`src/rtl/microwave_controller_pkg.sv`:
```
// Shared types and constants for the microwave cook-time controller.
package microwave_controller_pkg;

  typedef logic [3:0] bcd_t;

  typedef enum logic [2:0] {
    StIdle,
    StEntry,
    StCooking,
    StPaused,
    StDone
  } state_e;

  // Cook time m:ss held as three BCD digits.
  typedef struct packed {
    bcd_t min_ones;
    bcd_t sec_tens;
    bcd_t sec_ones;
  } cook_time_t;

  localparam bcd_t MAX_DIGIT    = 4'd9;
  localparam bcd_t MAX_SEC_TENS = 4'd5;

  localparam cook_time_t TIME_ZERO = '{min_ones: 4'd0, sec_tens: 4'd0, sec_ones: 4'd0};
  localparam cook_time_t TIME_ONE  = '{min_ones: 4'd0, sec_tens: 4'd0, sec_ones: 4'd1};

  // One-second BCD decrement; callers never pass 0:00.
  function automatic cook_time_t dec_time(input cook_time_t t);
    cook_time_t r;
    r = t;
    if (t.sec_ones != 4'd0) begin
      r.sec_ones = t.sec_ones - 4'd1;
    end else begin
      r.sec_ones = MAX_DIGIT;
      if (t.sec_tens != 4'd0) begin
        r.sec_tens = t.sec_tens - 4'd1;
      end else begin
        r.sec_tens = MAX_SEC_TENS;
        r.min_ones = t.min_ones - 4'd1;
      end
    end
    return r;
  endfunction

endpackage

```
`src/rtl/microwave_controller_sync_edge.sv`:
```
// Two-flop synchronizer followed by a registered single-cycle edge detector.
// Rise = 1 detects a rising edge (idle level 0); Rise = 0 detects a falling
// edge (idle level 1). The pulse appears one cycle after the synchronized
// level changes, so a consumer acts on the 4th clock edge after the input.
module microwave_controller_sync_edge #(
  parameter bit Rise = 1'b1
) (
  input  logic clk_i,
  input  logic clear_i,
  input  logic din_i,
  output logic level_o,
  output logic pulse_o
);

  localparam bit IdleLevel = ~Rise;

  logic s1_q, s2_q, hist_q, pulse_q;

  // Synchronizer chain, edge history and registered edge pulse.
  always_ff @(posedge clk_i or posedge clear_i) begin
    if (clear_i) begin
      s1_q    <= IdleLevel;
      s2_q    <= IdleLevel;
      hist_q  <= IdleLevel;
      pulse_q <= 1'b0;
    end else begin
      s1_q    <= din_i;
      s2_q    <= s1_q;
      hist_q  <= s2_q;
      pulse_q <= Rise ? (s2_q & ~hist_q) : (~s2_q & hist_q);
    end
  end

  assign level_o = hist_q;
  assign pulse_o = pulse_q;

endmodule

```
`src/rtl/microwave_controller.sv`:
```
// Microwave sequencing controller: keypad digit entry into an m:ss BCD
// register, cook/pause/done FSM and 1 Hz countdown.
module microwave_controller
  import microwave_controller_pkg::*;
(
  input  logic       clk,
  input  logic       clear,
  input  logic [3:0] D,
  input  logic       loadn,
  input  logic       pgt_1hz,
  input  logic       startn,
  input  logic       stopn,
  input  logic       door_closed,
  output logic [3:0] min_ones,
  output logic [3:0] sec_tens,
  output logic [3:0] sec_ones,
  output logic       magnetron_on,
  output logic       done
);

  logic key, tick, start, stop, door_ok;
  logic load_lvl, tick_lvl, start_lvl, stop_lvl, door_pulse;

  microwave_controller_sync_edge #(.Rise(1'b0)) u_sync_load (
    .clk_i(clk), .clear_i(clear), .din_i(loadn), .level_o(load_lvl), .pulse_o(key)
  );
  microwave_controller_sync_edge #(.Rise(1'b1)) u_sync_tick (
    .clk_i(clk), .clear_i(clear), .din_i(pgt_1hz), .level_o(tick_lvl), .pulse_o(tick)
  );
  microwave_controller_sync_edge #(.Rise(1'b0)) u_sync_start (
    .clk_i(clk), .clear_i(clear), .din_i(startn), .level_o(start_lvl), .pulse_o(start)
  );
  microwave_controller_sync_edge #(.Rise(1'b0)) u_sync_stop (
    .clk_i(clk), .clear_i(clear), .din_i(stopn), .level_o(stop_lvl), .pulse_o(stop)
  );
  microwave_controller_sync_edge #(.Rise(1'b1)) u_sync_door (
    .clk_i(clk), .clear_i(clear), .din_i(door_closed), .level_o(door_ok), .pulse_o(door_pulse)
  );

  // Only the door is consumed as a level; the other levels and the door edge are spare.
  logic unused_sync;
  assign unused_sync = ^{load_lvl, tick_lvl, start_lvl, stop_lvl, door_pulse};

  state_e     state_q, state_d;
  cook_time_t ct_q, ct_d;

  logic       digit_ok, shift_ok, time_zero;
  cook_time_t shifted, fresh;

  // Candidate digit-shift results, from the live register and from a zeroed one.
  always_comb begin
    digit_ok  = key && (D <= MAX_DIGIT);
    shift_ok  = digit_ok && (ct_q.sec_ones <= MAX_SEC_TENS);
    time_zero = (ct_q == TIME_ZERO);
    shifted   = '{min_ones: ct_q.sec_tens, sec_tens: ct_q.sec_ones, sec_ones: D};
    fresh     = '{min_ones: 4'd0, sec_tens: 4'd0, sec_ones: D};
  end

  // Next state and next cook time; stop > door open > tick > start > key.
  always_comb begin
    state_d = state_q;
    ct_d    = ct_q;
    unique case (state_q)
      StIdle: begin
        if (!stop && shift_ok) begin
          ct_d    = shifted;
          state_d = StEntry;
        end
      end
      StEntry: begin
        if (stop) begin
          ct_d    = TIME_ZERO;
          state_d = StIdle;
        end else if (start && door_ok && !time_zero) begin
          state_d = StCooking;
        end else if (shift_ok) begin
          ct_d = shifted;
        end
      end
      StCooking: begin
        if (stop || !door_ok) begin
          state_d = StPaused;
        end else if (tick && !time_zero) begin
          ct_d = dec_time(ct_q);
          if (ct_q == TIME_ONE) state_d = StDone;
        end
      end
      StPaused: begin
        if (stop) begin
          ct_d    = TIME_ZERO;
          state_d = StIdle;
        end else if (start && door_ok) begin
          state_d = StCooking;
        end
      end
      StDone: begin
        if (stop) begin
          ct_d    = TIME_ZERO;
          state_d = StIdle;
        end else if (digit_ok) begin
          // Old digits are discarded, so the sec_ones guard cannot reject here.
          ct_d    = fresh;
          state_d = StEntry;
        end
      end
      default: begin
        ct_d    = TIME_ZERO;
        state_d = StIdle;
      end
    endcase
  end

  // State and cook-time registers.
  always_ff @(posedge clk or posedge clear) begin
    if (clear) begin
      state_q <= StIdle;
      ct_q    <= TIME_ZERO;
    end else begin
      state_q <= state_d;
      ct_q    <= ct_d;
    end
  end

  // Moore outputs decoded straight from the state register.
  always_comb begin
    min_ones     = ct_q.min_ones;
    sec_tens     = ct_q.sec_tens;
    sec_ones     = ct_q.sec_ones;
    magnetron_on = (state_q == StCooking);
    done         = (state_q == StDone);
  end

endmodule

```
`config.mk`:
```
export PLATFORM = sky130hd
export DESIGN_NAME = microwave_controller
export DESIGN_NICKNAME = d
export VERILOG_FILES = /design/src/rtl/microwave_controller_pkg.sv /design/src/rtl/microwave_controller_sync_edge.sv /design/src/rtl/microwave_controller.sv
export SDC_FILE = /design/constraint.sdc
export NUM_CORES = 1
export LEC_CHECK = 0
export ABC_AREA = 1
export CORE_AREA = 2 2 70 72
export CTS_CLUSTER_SIZE = 8
export DETAILED_ROUTE_END_ITERATION = 6
export DIE_AREA = 0 0 72 74
export PLACE_DENSITY = 0.64
export SLEW_MARGIN = 10
export SYNTH_ARGS = -nofsm -noshare
export SYNTH_HDL_FRONTEND = slang
export SYNTH_HIERARCHICAL = 1
export SYNTH_SLANG_ARGS = --single-unit
```
`constraint.sdc`:
```
create_clock -name clk -period 4.3 [get_ports clk]
set_input_delay 0.645 -clock clk [delete_from_list [all_inputs] [get_ports clk]]
set_output_delay 0.645 -clock clk [all_outputs]
set_load 0.02 [all_outputs]
```
* Word-level counts from Yosys, hierarchy flattened
Index checks and enable logic that the tools add are counted.
Word-level totals: flip-flop bits (word level) 34, bits in latches 0, RAM bits 0, bits in read-only memories 0, input bits 11, output and inout port bits 14, logic and storage cells 97, memories kept 0
Cells by class: add/subtract/negate cells 3, $mul 0, div/mod/pow operators 0, magnitude comparators 2, eq/ne operators 18, shift-type cells 0, muxes and demuxes 25, bitwise logic cells 8, reductions and logical operators 18
Operators by type and width (number):
- 12-bit 2-to-1 mux | 9
- 12-bit one-hot mux with 5 select lines | 1
- 3-bit 2-to-1 mux | 10
- 3-bit one-hot mux with 5 select lines | 1
- 12-bit by 1-bit equality test with 1-bit output (second input constant) | 1
- 12-bit logical NOT | 1
- 4-bit 2-to-1 mux | 3
- 3-bit by 2-bit inequality test with 1-bit output (second input constant) | 4
- 4-bit by 1-bit subtractor with 4-bit output (second input constant) | 3
- 3-bit by 1-bit inequality test with 1-bit output (second input constant) | 3
- 9-bit AND reduction | 1
- 8-bit 2-to-1 mux | 1
- 2-bit inequality test (second input constant) | 4
- 8-bit AND reduction | 1
- 4-bit nonzero test | 2
- 7-bit AND reduction | 1
- 3-bit by 2-bit equality test with 1-bit output (second input constant) | 2
- 1-bit logical AND | 6
- 6-bit AND reduction | 1
- 1-bit bitwise AND | 4
- 4-bit by 3-bit less-or-equal comparator with 1-bit output (second input constant) | 1
- 4-bit less-or-equal comparator (second input constant) | 1
- 2-bit by 1-bit inequality test with 1-bit output (second input constant) | 2
- 1-bit inverter | 4
- other kinds (5) | 7

* Depth between registers and ports, before layout
Gate-level depths: netlist of the first run.
word-level depth 7, mapped depth 12, depth with buffers taken out 12

* Modules after synthesis
The synthesis of the first run kept the hierarchy.
By module, submodules not included:
- microwave_controller | times used 1, cells an instance 181, area each 1206.2 um^2, seq. area each 375.4 um^2
- microwave_controller_sync_edge (u_sync_load ...) | times used 3, cells an instance 7, area each 117.6 um^2, seq. area each 103.8 um^2
- microwave_controller_sync_edge (u_sync_door ...) | times used 2, cells an instance 7, area each 113.9 um^2, seq. area each 100.1 um^2

* Worst setup path before layout of the first run
No wires, ideal clock.
path type flip-flop to flip-flop, start register ct_q (netlist bit sec_ones[0]), end register ct_q (netlist bit sec_tens[3]), library setup time 118 ps, arrival time 1623 ps, required time 4182 ps, path slack 2560 ps, stages on the path, launching flop included 13, buffers on the path 0, clock period less this slack 1740 ps, cell sequence dfrtp_1 > inv_1 > ha_1 > nand2_1 > inv_1 > nand3_1 > nand2_1 > nand2_1 > nand2_1 > nor2_4 > nand2_2 > nand2_1 > nand2_1
Between the ends: word-level cells in the longest chain between the ends 5, elaborated cells between the ends (all ways) 14, classes of those cells order compare (1); eq/ne (5); reduce/logical (8)
RTL lines:
- start, declared | line microwave_controller.sv:45 | cook_time_t ct_q, ct_d;
- start signal, assigned | line microwave_controller.sv:120 | ct_q <= ct_d;
- 4-bit by 3-bit less-or-equal comparator with 1-bit output or 12-bit logical NOT (tied branches) | line microwave_controller.sv:53, microwave_controller.sv:54
- 1-bit logical AND or 1-bit logical NOT (tied branches) | line microwave_controller.sv:53, microwave_controller.sv:74, microwave_controller.sv:83
- 1-bit logical AND (on tied branches) | line microwave_controller.sv:65, microwave_controller.sv:74, microwave_controller.sv:83
- 2-bit inequality test (no line), or another cell as far along
- 8-bit AND reduction (no line) (*)
Every way passes the cells marked *; elsewhere a longest branch is shown, timed or not. A chain may end at the register's enable or synchronous reset.

* Worst setup path after layout of the first run
start register state_q[1], end output magnetron_on
Between the ends: word-level cells in the longest chain between the ends 1
RTL lines:
- start, declared | line microwave_controller.sv:44 | state_e state_q, state_d;
- start signal, assigned | line microwave_controller.sv:116 | state_q <= StIdle;
- start signal, assigned | line microwave_controller.sv:119 | state_q <= state_d;
- 3-bit by 2-bit equality test with 1-bit output | line microwave_controller.sv:129 | magnetron_on = (state_q == StCooking);
- end, declared | line microwave_controller.sv:17 | output logic magnetron_on,
Every way passes these cells.

==> results.yml, run 1 <==
timing:
  rsz0062_at_grt: "no"
  whs_ns: 0.3517
  final_max_slew_viol_count: 0
  clk_skew_ns: 0.007384
  fmaxAchievable_mhz: 398.8
  fraction_of_the_cycle_the_final_worst_path_needs_pct: 58.31
  postLayoutSetupSlackWorst_ns: 1.793
  total_count_of_hold_check_failures_in_the_final_report: 0
  worst_pin_slew_ns: 0.6865
  setup_viol: 0
  final.setup.tns_ns: 0
  maxSlewHeadroom_pct: 54.18
  period_needed_ns: 2.507
clock_tree:
  cts-buffers-inserted: 5
  ctsHtreeMaxLevel: 2
  insertion_delay_ns: 0.28
  cts_root_buf: "sky130_fd_sc_hd__clkbuf_8"
  cts.sinks: 34
  max-clock-path-buffers: 2
  number_of_cells_upsized_or_downsized_after_cts: 0
  clock_pin_slew_of_the_registers_on_the_worst_case_setup_and_hold_paths_ns: 0.07
  post_cts_hold_buffer_count: 0
  cts.repair_timing.setup_buffer_count: 0
  tritoncts_clock_tree: "done"
global_routing:
  top_usage_layer: "met2"
  number_of_global_route_vias_before_repair: 1348
  global_route.usage.met3_pct: 3.659
  globalRouteTotalUtil_pct: 15.17
  globalRoute.totalOverflow: 0
  pin_count_of_the_biggest_net_entering_global_routing: 16
  grt.met1_usage_pct: 20.17
  grtUsageMet2_pct: 24.18
  grt_pass1_wl_um: 6230
  grt_antenna_before_repair: 0
finish:
  most_frequent_cells_in_the_layout: "sky130_fd_sc_hd__nand2_1 (52), sky130_fd_sc_hd__inv_1 (36), sky130_fd_sc_hd__dfrtp_1 (25)"
  areaGrowthSynthToFinish_pct: 24.07
  nets: 259
  final_util_pct: 47.27
  num_antenna_cells: 0
  post_route_cells_drive_above_1_share_pct: 15.10
  layout_commonest_cell: "sky130_fd_sc_hd__nand2_1"
pwr:
  ir_drop_mv: 0.2569
  power_per_standard_cell_area_nw_per_um2: 721.4
  leakagePower_nw: 1.090
synthesis:
  syn_area_per_cell_um2: 8.224
  yosysWarnings: 6
  synth_nets: 228
  syn-instance-count: 213
  mappedNetlistArea_um2: 1752
route:
  detailedRoute.firstPassIterationCount: 6
  vias: 1456
  wl_per_cell_um: 12.21
  post_drt_via_cell_ratio: 4.870
  postRouteAntennaNets: 0
  drt_iter0_markers: 51
  detail_route.wirelength_um: 3651
  drc: 0
placed_design:
  gp_routability_congestion: 0.8870
  place_worst_setup_slack_ns: 2.018
  buffer_ports.inserted: 24
  place_hpwl_um: 2729
critical_path:
  setup.worst_path.start_class: "register"
  timing.critical_path.arrival_ns: 1.86
  cp_data_required_time_ns: 3.65
  timing.setup.critical_path_class: "register to output pin"
  crit_path_end_kind: "output pin"
  crit_fanout: 10
min_path:
  min-delay-path-class: "register to register"
die:
  fp-row-count: 25
  die_width_um: 72
  fp.dieArea_um2: 5328
  core-area_um2: 4598
  fp.dieH_um: 74
  design.portCount: 25
  floorplan.initialDensity_pct: 38.10
job:
  max-cap-violations: 0
run_status:
  run_status: "finished clean"
[per-layer routing]
metal  part of all wire [%]  wire (um)  vias to the layer above
li1                       -          -                      737
met1                     47       1703                      679
met2                     48       1741                       36
met3                    4.3        157                        4
met4                    1.3         48                        0
met5                      0          0                        -
[final timing paths]
path                                            start                             to  slack (ns)  cells after the start
min                        u_sync_tick/s1_q$_DFF_PP0_     u_sync_tick/s2_q$_DFF_PP0_        0.35                      0
min in group asynchronous                       clear  u_sync_door/level_o$_DFF_PP0_        0.67                      2
min reg2reg                u_sync_tick/s1_q$_DFF_PP0_     u_sync_tick/s2_q$_DFF_PP0_        0.35                      0
max in group asynchronous                       clear        sec_ones[1]$_DFFE_PP0P_        2.95                      2
max reg2reg                   min_ones[0]$_DFFE_PP0P_        sec_tens[1]$_DFFE_PP0P_        2.27                     11
max                            state_q[1]$_DFFE_PP0P_                   magnetron_on        1.79                      3
[through the flow]
stage	total power, mW	instance area (um^2)	std cells
finish	1.568	2173	299
global route	1.699	2173	299
floorplan	1.032	1752	213
global placement	1.263	2059	291
CTS	1.577	2173	299
detailed placement	1.272	2059	291
[critical path, stage by stage (launching register included)]
cell and delay (ns):
sky130_fd_sc_hd__dfrtp_1 0.44, sky130_fd_sc_hd__inv_2 0.09, sky130_fd_sc_hd__nor3_4 0.36, sky130_fd_sc_hd__clkdlybuf4s50_1 0.69
[state kept, by name (all words and copies together), names as in the netlist]
name                  flops
u_sync_tick/level_o       1
u_sync_start/s2_q         1
u_sync_tick/s2_q          1
u_sync_door/s2_q          1
u_sync_load/level_o       1
u_sync_load/pulse_o       1
u_sync_start/level_o      1
u_sync_tick/s1_q          1
u_sync_load/s2_q          1
u_sync_start/pulse_o      1
u_sync_stop/s2_q          1
u_sync_load/s1_q          1
u_sync_stop/level_o       1
sec_tens                  4
state_q                   3
u_sync_start/s1_q         1
u_sync_stop/pulse_o       1
u_sync_tick/pulse_o       1
sec_ones                  4
u_sync_door/s1_q          1
u_sync_stop/s1_q          1
min_ones                  4
u_sync_door/level_o       1
[power by group]
| group | total (mW) | leakage (nW) | internal, mW | switching [mW] |
|---|---|---|---|---|
| clock | 0.295 | 0.0504 | 0.172 | 0.122 |
| combinational | 0.823 | 0.629 | 0.299 | 0.524 |
| sequential | 0.450 | 0.411 | 0.387 | 0.0630 |
[final cells by class]
class	count	area [um^2]
Fill cell	455	2425
Sequential cell	34	862.1
Multi-Input combinational cell	140	743.2
Timing Repair Buffer	24	240.2
Inverter	39	146.4
Clock buffer	5	68.82
Tap cell	54	67.56
Clock inverter	3	45.04
Note: power is estimated with default switching activity, not from simulation.
==> run 2, diff against run 1 <==
==> constraint.sdc (replaced) <==
create_clock -name clk -period 2.38 [get_ports clk]
set_input_delay 0.357 -clock clk [delete_from_list [all_inputs] [get_ports clk]]
set_output_delay 0.357 -clock clk [all_outputs]
set_load 0.02 [all_outputs]
==> run 2 against run 1 <==
Effect of this change: critical path depth unchanged; die area unchanged; sequential share of layout area down 0.14 points; core utilization up 0.16 points; power up 81%; hold slack better by 0.0048 ns; worst setup slack worse by 1.4 ns; critical path type unchanged.
==> results.yml, run 2 (synthesis results as in run 1) <==
min_path:
  min-delay-path-class: "register to register"
timing:
  clk_skew_ns: 0.005237
  fmaxAchievable_mhz: 509.9
  period_needed_ns: 1.961
  worst_pin_slew_ns: 0.6225
  maxSlewHeadroom_pct: 58.45
  total_count_of_hold_check_failures_in_the_final_report: 0
  final_max_slew_viol_count: 0
  fraction_of_the_cycle_the_final_worst_path_needs_pct: 82.40
  final.setup.tns_ns: 0
  rsz0062_at_grt: "no"
  setup_viol: 0
clock_tree:
  cts_root_buf: "sky130_fd_sc_hd__clkbuf_8"
  insertion_delay_ns: 0.29
  post_cts_hold_buffer_count: 0
  cts.repair_timing.setup_buffer_count: 0
  cts-buffers-inserted: 5
  cts.sinks: 34
  tritoncts_clock_tree: "done"
  clock_pin_slew_of_the_registers_on_the_worst_case_setup_and_hold_paths_ns: 0.07
  number_of_cells_upsized_or_downsized_after_cts: 0
  ctsHtreeMaxLevel: 2
  max-clock-path-buffers: 2
route:
  drc: 0
  vias: 1434
  detailedRoute.firstPassIterationCount: 4
  postRouteAntennaNets: 0
  detail_route.wirelength_um: 3580
  drt_iter0_markers: 71
  wl_per_cell_um: 11.93
  post_drt_via_cell_ratio: 4.780
finish:
  fillCellCount: 453
  areaGrowthSynthToFinish_pct: 24.50
  post_route_cells_drive_above_1_share_pct: 15.45
  nets: 260
  seqCellArea_um2: 862.1
  layout_commonest_cell: "sky130_fd_sc_hd__nand2_1"
  multi_input_area_um2: 743.2
  most_frequent_cells_in_the_layout: "sky130_fd_sc_hd__nand2_1 (52), sky130_fd_sc_hd__inv_1 (36), sky130_fd_sc_hd__dfrtp_1 (25)"
  final_cell_area_um2: 2181
  final_util_pct: 47.43
  num_antenna_cells: 0
  final_cells: 300
pwr:
  ir_drop_mv: 0.4462
  internal_power_mw: 1.561
  leakagePower_nw: 1.096
  net_switching_mw: 1.274
  power_mw: 2.835
  power_frac_clock_pct: 18.8
  pwr-share-comb_pct: 52.4
  p_seq_share_pct: 28.7
  power_per_standard_cell_area_nw_per_um2: 1300
  switching_share_pct: 44.95
global_routing:
  grt_antenna_before_repair: 0
  number_of_global_route_vias_before_repair: 1381
  pin_count_of_the_biggest_net_entering_global_routing: 16
  globalRoute.totalOverflow: 0
  globalRouteTotalUtil_pct: 15.13
  grt_pass1_wl_um: 6223
placed_design:
  detailed_place.area_um2: 2067
  dpl.cell_count: 292
  gp_routability_congestion: 0.8573
  buffer_ports.inserted: 24
  place_hpwl_um: 2742
critical_path:
  timing.setup.critical_path_class: "register to output pin"
  crit_fanout: 5
  cp_data_required_time_ns: 2.02
  setup.worst_path.start_class: "register"
  crit_path_end_kind: "output pin"
  timing.critical_path.arrival_ns: 1.60
die:
  design.portCount: 25
  floorplan.initialDensity_pct: 38.10
  fp.dieArea_um2: 5328
  core-area_um2: 4598
  fp-row-count: 25
  die_width_um: 72
  fp.dieH_um: 74
job:
  max-cap-violations: 0
run_status:
  run_status: "finished clean"
-- run 2: metal layers --
metal  routed length [um]  vias to the layer above  global-route usage, %
li1                     -                      745                      -
met1                 1719                      653                  19.45
met4                   55                        0                  5.451
met3                  154                        6                  4.201
met2                 1650                       30                  24.69
met5                    0                        -                      0
-- run 2: worst paths after layout --
kind	start	endpoint	slack (ns)	depth (start not counted)
min in group asynchronous	clear	u_sync_door/s1_q$_DFF_PP0_	0.38	2
worst min-delay path	u_sync_stop/s1_q$_DFF_PP1_	u_sync_stop/s2_q$_DFF_PP1_	0.36	0
worst max register to register	min_ones[0]$_DFFE_PP0P_	sec_tens[0]$_DFFE_PP0P_	0.45	11
max in group asynchronous	clear	min_ones[2]$_DFFE_PP0P_	1.39	2
worst min register to register	u_sync_stop/s1_q$_DFF_PP1_	u_sync_stop/s2_q$_DFF_PP1_	0.36	0
worst max-delay path	state_q[1]$_DFFE_PP0P_	magnetron_on	0.42	3
-- run 2: metrics by stage --
| stage | setup WS (ns) | hold slack, ns |
|---|---|---|
| 6_report | 0.4188 | 0.3565 |
| 3_5_place_dp | 0.4269 | 0.3472 |
| 5_1_grt | 0.2520 | 0.3620 |
| 4_1_cts | 0.3982 | 0.3589 |
| 2_1_floorplan | 0.6397 | 0.1106 |
| 3_3_place_gp | 0.4609 | 0.3317 |
-- run 2: area by class of cell --
class | instances | area share (%)
clock inverter | 3 | 2.065
multi-input combinational | 140 | 34.08
timing repair buffer | 25 | 11.36
inverter | 39 | 6.713
sequential | 34 | 39.53
clock buffer | 5 | 3.155
tap | 54 | 3.098
-- run 2: worst max-delay path: stages, from the launching register on --
cell	delay [ns]
sky130_fd_sc_hd__dfrtp_1	0.45
sky130_fd_sc_hd__inv_2	0.09
sky130_fd_sc_hd__nor3_4	0.15
sky130_fd_sc_hd__clkdlybuf4s50_1	0.63
-- run 2: power groups by stage --
stage / registers (mW) / clock network [mW] / logic [mW]
2_1_floorplan: 0.891 / 0 / 0.974
3_3_place_gp: 0.820 / 0 / 1.47
3_5_place_dp: 0.825 / 0 / 1.48
4_1_cts: 0.814 / 0.554 / 1.49
5_1_grt: 0.828 / 0.578 / 1.67
6_report: 0.814 / 0.534 / 1.49
==> run 3, diff against run 2 <==
==> constraint.sdc (replaced) <==
create_clock -name clk -period 1.9 [get_ports clk]
set_input_delay 0.285 -clock clk [delete_from_list [all_inputs] [get_ports clk]]
set_output_delay 0.285 -clock clk [all_outputs]
set_load 0.02 [all_outputs]
==> run 3 against run 2 <==
Effect of this change: sequential share of layout area down 2.0 points; power grew 36%; worst setup slack worse by 0.26 ns; core utilization grew 2.5 points; cell area increased by 5.3%; flip-flop and latch count did not move; global-route usage shrank 0.29 points; clock skew shrank 0.00077 ns; largest power group unchanged; critical endpoint is now sec_ones[3]$_DFFE_PP0P_.
==> results.yml, run 3 (synthesis results as in run 1) <==
finish:
  most_frequent_cells_in_the_layout: "sky130_fd_sc_hd__nand2_1 (49), sky130_fd_sc_hd__inv_1 (35), sky130_fd_sc_hd__dfrtp_1 (25)"
  post_route_cells_drive_above_1_share_pct: 20.95
  areaGrowthSynthToFinish_pct: 31.14
  layout_commonest_cell: "sky130_fd_sc_hd__nand2_1"
  nets: 267
  final_util_pct: 49.96
  num_antenna_cells: 0
clock_tree:
  cts.sinks: 34
  tritoncts_clock_tree: "done"
  clock_pin_slew_of_the_registers_on_the_worst_case_setup_and_hold_paths_ns: 0.07
  insertion_delay_ns: 0.28
  cts-buffers-inserted: 5
  ctsHtreeMaxLevel: 2
  cts_root_buf: "sky130_fd_sc_hd__clkbuf_8"
  max-clock-path-buffers: 2
timing:
  setup_viol: 0
  total_count_of_hold_check_failures_in_the_final_report: 0
  final.setup.tns_ns: 0
  rsz0062_at_grt: "no"
  maxSlewHeadroom_pct: 66.42
  fmaxAchievable_mhz: 573.3
  worst_pin_slew_ns: 0.5018
  clk_skew_ns: 0.004463
  fraction_of_the_cycle_the_final_worst_path_needs_pct: 91.81
  final_max_slew_viol_count: 0
  period_needed_ns: 1.744
route:
  vias: 1503
  postRouteAntennaNets: 0
  post_drt_via_cell_ratio: 4.896
  wl_per_cell_um: 11.78
  drt_met1_wl_um: 1642
  met3_length_um: 222
  detail_route.wirelength_um: 3615
  top_layer_used: "met4"
  drc: 0
  drt_iter0_markers: 82
  detailedRoute.firstPassIterationCount: 4
  met2_length_um: 1674
global_routing:
  pin_count_of_the_biggest_net_entering_global_routing: 16
  grt_antenna_before_repair: 0
  globalRouteTotalUtil_pct: 14.84
  number_of_global_route_vias_before_repair: 1374
  grt_pass1_wl_um: 5934
  globalRoute.totalOverflow: 0
critical_path:
  setup.worst_path.start_class: "register"
  worst_setup_path_startpoint: "sec_tens[1]$_DFFE_PP0P_"
  timing.setup.critical_path_class: "register to register"
  cp_data_required_time_ns: 2.08
  timing.critical_path.max_delay_family: "simple AND/OR/NAND/NOR gates"
  crit_fanout: 4
  cpMaxStageDelayCell: "sky130_fd_sc_hd__dfrtp_1"
  worstPathCellList: "inv_1, ha_1, inv_1, nor3_4, nand4_1, nand2_1, inv_1, nor2_1, nand2_2, nand2_1, nand2_1"
  critical_path_buf_inv_count: 3
  timing.critical_path.arrival_ns: 1.92
  crit_path_end_kind: "register"
  reg2reg_slack_ns: 0.16
  crit-reg2reg-launch: "sec_tens[1]$_DFFE_PP0P_"
  cp_slowest_stage_delay_ns: 0.39
die:
  fp-row-count: 25
  fp.dieH_um: 74
  fp.dieArea_um2: 5328
  core-area_um2: 4598
  die_width_um: 72
  floorplan.initialDensity_pct: 38.10
  design.portCount: 25
min_path:
  min-delay-path-class: "primary input to asynchronous set/reset pin"
pwr:
  power_mw: 3.870
  leakagePower_nw: 1.174
  ir_drop_mv: 0.8468
  power_per_standard_cell_area_nw_per_um2: 1685
placed_design:
  buffer_ports.inserted: 24
  gp_routability_congestion: 0.8611
  place_hpwl_um: 2770
job:
  max-cap-violations: 0
run_status:
  run_status: "finished clean"
-- run 3: changes by cell type in the layout (fill, tap and decap cells not counted), moves of 2 or more --
| cell | before | now |
|---|---|---|
| sky130_fd_sc_hd__buf_4 | 1 | 8 |
| sky130_fd_sc_hd__nand2_1 | 52 | 49 |
| sky130_fd_sc_hd__nand2_2 | 2 | 5 |
| sky130_fd_sc_hd__nor2_1 | 15 | 12 |
| sky130_fd_sc_hd__nor2_4 | 1 | 4 |
| sky130_fd_sc_hd__clkdlybuf4s50_1 | 24 | 22 |
| sky130_fd_sc_hd__clkinvlp_4 | 2 | 0 |
-- run 3: path summary, 6_finish.rpt --
check	to	cells after the start
max	sec_ones[3]$_DFFE_PP0P_	11
min	u_sync_door/s2_q$_DFF_PP0_	2
max reg2reg	sec_ones[3]$_DFFE_PP0P_	11
min reg2reg	u_sync_tick/s2_q$_DFF_PP0_	0
max in group asynchronous	min_ones[2]$_DFFE_PP0P_	3
min in group clk	u_sync_tick/s2_q$_DFF_PP0_	0
-- run 3: power breakdown --
group / switching [mW] / internal (mW)
clock network: 0.269 / 0.526
logic: 1.26 / 0.801
registers: 0.143 / 0.876
total: 1.67 / 2.20
-- run 3: cell type report --
class	count	area, um^2
clock buffers	5	68.82
clock inverters	3	68.82
fillers	442	2301
inverters	39	146.4
multi-input cells	140	782.0
flip-flops and latches	34	862.1
well taps	54	67.56
repair buffers	32	301.5
-- run 3: stage by stage --
stage               hold slack [ns]  area [um^2]  cells  setup WS, ns
finish                       0.2938         2297    307        0.1557
floorplan                   0.03864         1752    213        0.1597
detailed placement           0.3347         2112    298      0.005325
global route                 0.3149         2297    307      0.003396
global placement             0.3320         2112    298       0.05388
CTS                          0.3029         2248    306      0.002306
-- run 3: routing by layer --
metal	vias up	global-route usage (%)
li1	751	-
met2	54	23.25
met1	691	18.86
met5	-	0
met4	0	7.966
met3	7	4.065
-- run 3: timing repair --
action	4_1_cts	5_1_grt
resized for setup	1	13
pin swaps	0	4
endpoints found under the setup margin	1	16
hold buffers	0	0
setup buffers	0	1
-- run 3: worst reg2reg max path, stage by stage (launching register included) --
cell                      delay (ns)
sky130_fd_sc_hd__dfrtp_1        0.39
sky130_fd_sc_hd__inv_1          0.11
sky130_fd_sc_hd__ha_1           0.17
sky130_fd_sc_hd__inv_1          0.08
sky130_fd_sc_hd__nor3_4         0.20
sky130_fd_sc_hd__nand4_1        0.12
sky130_fd_sc_hd__nand2_1        0.12
sky130_fd_sc_hd__inv_1          0.09
sky130_fd_sc_hd__nor2_1         0.14
sky130_fd_sc_hd__nand2_2        0.10
sky130_fd_sc_hd__nand2_1        0.07
sky130_fd_sc_hd__nand2_1        0.05
